--- config.mk ---
export PLATFORM = sky130hd
export DESIGN_NAME = mem_ctrl
export DESIGN_NICKNAME = d
export VERILOG_FILES = /design/src/rtl/mem_ctrl.sv
export SDC_FILE = /design/constraint.sdc
export NUM_CORES = 1
export LEC_CHECK = 0
export BUFFER_PORTS_ARGS = -buffer_cell sky130_fd_sc_hd__buf_2
export CAP_MARGIN = 10
export CORE_ASPECT_RATIO = 0.6
export CORE_MARGIN = 5
export CORE_UTILIZATION = 45
export CTS_CLUSTER_SIZE = 10
export DETAILED_ROUTE_END_ITERATION = 8
export PLACE_DENSITY = 0.74
export SLEW_MARGIN = 10
export SYNTH_ARGS = -nofsm -noshare
export SYNTH_HDL_FRONTEND = slang
export SYNTH_SLANG_ARGS = --single-unit
--- constraint.sdc ---
create_clock -name clk -period 6.9 [get_ports clk]
set_input_delay 1.38 -clock clk [delete_from_list [all_inputs] [get_ports clk]]
set_output_delay 1.38 -clock clk [all_outputs]
set_load 0.05 [all_outputs]
--- src/rtl/mem_ctrl.sv ---
// Byte-serial RAM controller: serves 32-bit instruction fetches and 1/2/4-byte
// data loads/stores as sequential 8-bit RAM accesses. Data requests win
// arbitration; each completed transaction returns a one-cycle done pulse.
module mem_ctrl #(
   parameter int unsigned RAM_ADDR_W = 17
) (
   input  logic                  clk,
   input  logic                  rst,
   input  logic                  rdy,
   input  logic                  inst_needed,
   input  logic [31:0]           inst_addr,
   output logic                  inst_available,
   output logic [31:0]           inst_from_mem,
   input  logic                  data_req,
   input  logic                  data_we,
   input  logic [1:0]            data_len,
   input  logic [31:0]           data_addr,
   input  logic [31:0]           data_wdata,
   output logic                  data_done,
   output logic [31:0]           data_rdata,
   input  logic [7:0]            mem_din,
   output logic [7:0]            mem_dout,
   output logic [RAM_ADDR_W-1:0] mem_a,
   output logic                  mem_wr
);

   typedef enum logic [1:0] {IDLE, READ, WRITE, DONE} state_t;

   state_t                state, state_n;
   logic [2:0]            cnt, cnt_n;
   logic [2:0]            nbytes, nbytes_n;
   logic                  fetch, fetch_n;
   logic [31:0]           addr, addr_n;
   logic [31:0]           wdata, wdata_n;
   logic [31:0]           rbuf, rbuf_n;
   logic                  inst_available_n;
   logic [31:0]           inst_from_mem_n;
   logic                  data_done_n;
   logic [31:0]           data_rdata_n;
   logic [7:0]            mem_dout_n;
   logic [RAM_ADDR_W-1:0] mem_a_n;
   logic                  mem_wr_n;
   logic [1:0]            ridx;
   logic [1:0]            widx;

   // Next-state and next-output computation; every output is registered, so
   // the values for cycle k+1 are prepared here during cycle k.
   always_comb begin
      state_n          = state;
      cnt_n            = cnt;
      nbytes_n         = nbytes;
      fetch_n          = fetch;
      addr_n           = addr;
      wdata_n          = wdata;
      rbuf_n           = rbuf;
      inst_available_n = 1'b0;
      inst_from_mem_n  = inst_from_mem;
      data_done_n      = 1'b0;
      data_rdata_n     = data_rdata;
      mem_dout_n       = mem_dout;
      mem_a_n          = mem_a;
      mem_wr_n         = 1'b0;
      ridx             = 2'(cnt - 3'd1);
      widx             = 2'(cnt + 3'd1);

      unique case (state)
         IDLE: begin
            if (data_req) begin
               addr_n   = data_addr;
               nbytes_n = (data_len == 2'd0) ? 3'd1 : (data_len == 2'd1) ? 3'd2 : 3'd4;
               fetch_n  = 1'b0;
               wdata_n  = data_wdata;
               rbuf_n   = '0;
               cnt_n    = '0;
               mem_a_n  = data_addr[RAM_ADDR_W-1:0];
               if (data_we) begin
                  mem_dout_n = data_wdata[7:0];
                  mem_wr_n   = 1'b1;
                  state_n    = WRITE;
               end else begin
                  state_n    = READ;
               end
            end else if (inst_needed) begin
               addr_n   = inst_addr;
               nbytes_n = 3'd4;
               fetch_n  = 1'b1;
               rbuf_n   = '0;
               cnt_n    = '0;
               mem_a_n  = inst_addr[RAM_ADDR_W-1:0];
               state_n  = READ;
            end
         end

         READ: begin
            if (fetch && !inst_needed) begin
               state_n = IDLE;
               cnt_n   = '0;
            end else begin
               // cnt counts READ cycles: issue addresses while cnt+1 < N,
               // capture the byte addressed one cycle earlier once cnt >= 1.
               cnt_n = cnt + 3'd1;
               if ((cnt + 3'd1) < nbytes)
                  mem_a_n = RAM_ADDR_W'(addr + 32'(cnt) + 32'd1);
               if (cnt != 3'd0)
                  rbuf_n[{ridx, 3'b000} +: 8] = mem_din;
               if (cnt == nbytes) begin
                  state_n = DONE;
                  cnt_n   = '0;
                  if (fetch) begin
                     inst_available_n = 1'b1;
                     inst_from_mem_n  = rbuf_n;
                  end else begin
                     data_done_n      = 1'b1;
                     data_rdata_n     = rbuf_n;
                  end
               end
            end
         end

         WRITE: begin
            if ((cnt + 3'd1) < nbytes) begin
               cnt_n      = cnt + 3'd1;
               mem_a_n    = RAM_ADDR_W'(addr + 32'(cnt) + 32'd1);
               mem_dout_n = wdata[{widx, 3'b000} +: 8];
               mem_wr_n   = 1'b1;
            end else begin
               data_done_n = 1'b1;
               cnt_n       = '0;
               state_n     = DONE;
            end
         end

         DONE: begin
            state_n = IDLE;
         end

         default: state_n = IDLE;
      endcase
   end

   // State and output registers; rdy low freezes everything, done pulses included.
   always_ff @(posedge clk) begin
      if (rst) begin
         state          <= IDLE;
         cnt            <= '0;
         nbytes         <= '0;
         fetch          <= 1'b0;
         addr           <= '0;
         wdata          <= '0;
         rbuf           <= '0;
         inst_available <= 1'b0;
         inst_from_mem  <= '0;
         data_done      <= 1'b0;
         data_rdata     <= '0;
         mem_dout       <= '0;
         mem_a          <= '0;
         mem_wr         <= 1'b0;
      end else if (rdy) begin
         state          <= state_n;
         cnt            <= cnt_n;
         nbytes         <= nbytes_n;
         fetch          <= fetch_n;
         addr           <= addr_n;
         wdata          <= wdata_n;
         rbuf           <= rbuf_n;
         inst_available <= inst_available_n;
         inst_from_mem  <= inst_from_mem_n;
         data_done      <= data_done_n;
         data_rdata     <= data_rdata_n;
         mem_dout       <= mem_dout_n;
         mem_a          <= mem_a_n;
         mem_wr         <= mem_wr_n;
      end
   end

endmodule

==> results.py <==
metrics = {
    "floorplanning": {
        "die_w_um": 184.4,
        "dieArea_um2": 21150,
        "ios": 204,
        "initial_core_util": 0.4559,
        "rows": 38,
        "coreArea_um2": 18020,
        "die_h_um": 114.7,
    },
    "worst_setup_path": {
        "crit_top_cell": "ha_1",
        "crit_path_max_incr_delay_ns": 0.99,
        "path_delay_family": "compound AO/OA/AOI/OAI gates",
        "path_buf_inv": 1,
        "cp-start-kind": "flip-flop",
        "crit_slowest_cell": "dfxtp_1",
        "rr_worst_depth": 8,
        "path_depth": 8,
        "r2r_slack_ns": 2.57,
        "critPathKind": "flip-flop to flip-flop",
        "worst-path-max-fanout": 20,
        "worstReg2RegStart": "cnt[0]$_SDFFE_PP0P_",
        "cp-end-kind": "flip-flop",
        "crit_chain": "inv_1, ha_1, ha_1, nor2b_1, o21a_1, o31ai_2, a21oi_1, a311oi_1",
        "arrival_ns": 4.68,
        "critPathRequiredTime_ns": 7.25,
        "worstReg2RegEnd": "mem_dout[0]$_SDFFE_PP0P_",
    },
    "power": {
        "power_per_cell_area_nw_per_um2": 281.2,
        "combPwrFrac": 0.188,
        "p_int_w": 0.001881,
        "p_seq_frac": 0.423,
        "p_leak_nw": 3.965,
        "p_switching_w": 0.0008577,
        "clkPwrFrac": 0.389,
        "p_sw_frac": 0.3131,
        "ir_worst_vdd_uv": 176.1,
    },
    "global_route": {
        "grt_pass1_vias": 6595,
        "grt.total_usage": 0.2055,
        "grt_pass1_wl_um": 34640,
        "grt_max_degree": 107,
        "gr-total-overflow": 0,
        "antenna_found_initial": 0,
    },
    "clocking": {
        "cts_made_buffers": 17,
        "cts-htree-levels": 4,
        "clk-insertion-delay-late_ns": 0.44,
        "path_clk_slew_ns": 0.07,
        "postCtsSetupBuffers": 0,
        "cts.repair.resized": 0,
        "hold_buffers": 0,
        "cts.sinks": 182,
        "cts-root-buf": "clkbuf_16",
        "cts_buffer_depth": 2,
        "cts_tree": "done",
    },
    "timing": {
        "holdWs_ns": 0.4510,
        "worst_slew_pin_slew_ns": 1.215,
        "hold_viol": 0,
        "clock-skew-final_ns": 0.01047,
        "report.final.slew_viol_count": 0,
        "rsz0062_at_grt": "false",
        "setup_viol": 0,
        "min_period_ns": 4.330,
        "fmax_mhz": 230.9,
        "tns_ns": 0,
        "finalCritPeriodShare": 0.6276,
        "maxSlewHeadroom": 0.1898,
    },
    "finish": {
        "diodes": 0,
        "drive_above_1_share": 0.2135,
        "postLayoutCoreUtil": 0.5406,
        "final_common_cell": "dfxtp_1",
        "final_area_um2": 9741,
        "syn_to_final_growth_pct": 18.57,
        "final_nets": 1198,
        "layout_common_cells": "182 x dfxtp_1, 172 x buf_2, 126 x nor2_1",
    },
    "detailed_routing": {
        "viasPerCell": 5.492,
        "wl_per_cell_um": 16.66,
        "first_pass_iters": 5,
        "postRouteAntennaNets": 0,
        "drc_errors": 0,
        "drt_wl_total_um": 22020,
        "drt_iter0_drc": 604,
        "vias": 7260,
    },
    "worst_hold_path": {
        "hold_depth": 2,
        "hold_end": "rbuf[27]$_SDFFE_PP0P_",
        "hold_class": "flip-flop to flip-flop",
        "worstHoldStart": "rbuf[27]$_SDFFE_PP0P_",
    },
    "synth": {
        "syn_area_per_cell_um2": 8.684,
        "syn_nets": 1075,
        "synth_seq_cells": 182,
        "synth_edf_count": 0,
        "synth_cell_type_count": 67,
        "ys.flop_type": "dfxtp_1",
        "postSynth.asyncResetShare": 0,
        "netlist_area_um2": 8215,
        "syn_inst": 946,
        "synth_seq_area_share": 0.4435,
        "yosysWarnings": 0,
    },
    "placement": {
        "post_dp_cell_area_um2": 9099,
        "dp_hpwl_um": 15330,
        "portBuffers": 173,
        "gp_congestion": 0.8196,
    },
    "status": {
        "status": "finished clean",
    },
    "job": {
        "maxCapViolations": 0,
    },
}
-- how the worst max path moves through the flow --
stage	slack (ns)	startpoint	endpoint
detailed placement	2.51	cnt[0]$_SDFFE_PP0P_	mem_dout[0]$_SDFFE_PP0P_
finish	2.57	cnt[0]$_SDFFE_PP0P_	mem_dout[0]$_SDFFE_PP0P_
CTS	2.48	cnt[0]$_SDFFE_PP0P_	mem_dout[7]$_SDFFE_PP0P_
global route	2.09	cnt[0]$_SDFFE_PP0P_	mem_dout[7]$_SDFFE_PP0P_
global placement	2.57	cnt[0]$_SDFFE_PP0P_	mem_dout[6]$_SDFFE_PP0P_
floorplan	4.03	cnt[0]$_SDFFE_PP0P_	mem_dout[5]$_SDFFE_PP0P_
-- cell families (layout without fill, tap and decap cells) --
kind of cell,after synthesis,after routing,synth area share
AO/OA/AOI/OAI,254,254,0.2123
XOR/XNOR,8,8,0.008529
adder cells (fa/ha/maj),17,17,0.02680
buffers and inverters,94,230,0.04873
flip-flops,182,182,0.4435
multiplexers,51,51,0.07478
AND/OR/NAND/NOR,340,340,0.1853
-- per-layer routing --
| metal | routed length, um | track usage | share of wire |
|---|---|---|---|
| met4 | 297 | 0.05662 | 0.013 |
| met2 | 8989 | 0.2870 | 0.41 |
| met5 | 0 | 0 | 0 |
| met3 | 1685 | 0.05587 | 0.077 |
| met1 | 11050 | 0.3094 | 0.50 |
-- cell type report --
cell class                      instances  area, um^2
Timing Repair Buffer                  178       905.9
Clock inverter                         15       216.5
Clock buffer                           17       425.4
Inverter                               20       75.07
Fill cell                            1672        8279
Sequential cell                       182        3643
Tap cell                              240       300.3
Multi-Input combinational cell        670        4174
-- state kept, by name, indices dropped and copies added, names as in the netlist --
register,flops
data_rdata,32
mem_a,17
mem_wr,1
nbytes,3
fetch,1
data_done,1
addr,17
cnt,3
inst_available,1
state,2
inst_from_mem,32
wdata,32
rbuf,32
mem_dout,8
-- cells in the mapped netlist (7+ instances only) --
| cell type | instances | area share |
|---|---|---|
| dfxtp_1 | 182 | 0.44 |
| nor2_1 | 126 | 0.058 |
| nand2_1 | 119 | 0.054 |
| a21oi_1 | 83 | 0.051 |
| a211oi_1 | 82 | 0.075 |
| clkbuf_1 | 45 | 0.021 |
| mux2i_1 | 40 | 0.049 |
| nand2b_1 | 34 | 0.026 |
| inv_1 | 20 | 0.0091 |
| buf_2 | 19 | 0.012 |
| ha_1 | 16 | 0.024 |
| nand3_1 | 11 | 0.0067 |
| nor3_1 | 10 | 0.0061 |
| o21ai_0 | 10 | 0.0061 |
| a22oi_1 | 9 | 0.0082 |
| a2bb2oi_1 | 8 | 0.0085 |
| a311oi_1 | 8 | 0.0085 |
| mux4_2 | 8 | 0.022 |
| a32oi_1 | 7 | 0.0075 |
-- power groups by stage --
stage / sequential (W) / clock (W) / combinational (W)
floorplan: 0.00130 / 0 / 0.000258
global placement: 0.00118 / 0 / 0.000505
detailed placement: 0.00118 / 0 / 0.000512
CTS: 0.00116 / 0.00108 / 0.000513
global route: 0.00117 / 0.00113 / 0.000557
finish: 0.00116 / 0.00106 / 0.000515
-- worst register-to-register path, cell delays in order, from the launching register on --
cell and delay, ns:
dfxtp_1 0.99, inv_1 0.28, ha_1 0.83, ha_1 0.36, nor2b_1 0.13, o21a_1 0.25, o31ai_2 0.96, a21oi_1 0.16
a311oi_1 0.28
-- through the flow --
| stage | cells | power, W | setup slack (ns) |
|---|---|---|---|
| floorplan | 946 | 0.001563 | 4.030 |
| global placement | 1290 | 0.001686 | 2.569 |
| detailed placement | 1290 | 0.001694 | 2.510 |
| CTS | 1322 | 0.002756 | 2.480 |
| global route | 1322 | 0.002852 | 2.092 |
| finish | 1322 | 0.002739 | 2.570 |
No activity file was read; power rests on OpenSTA's default activity.
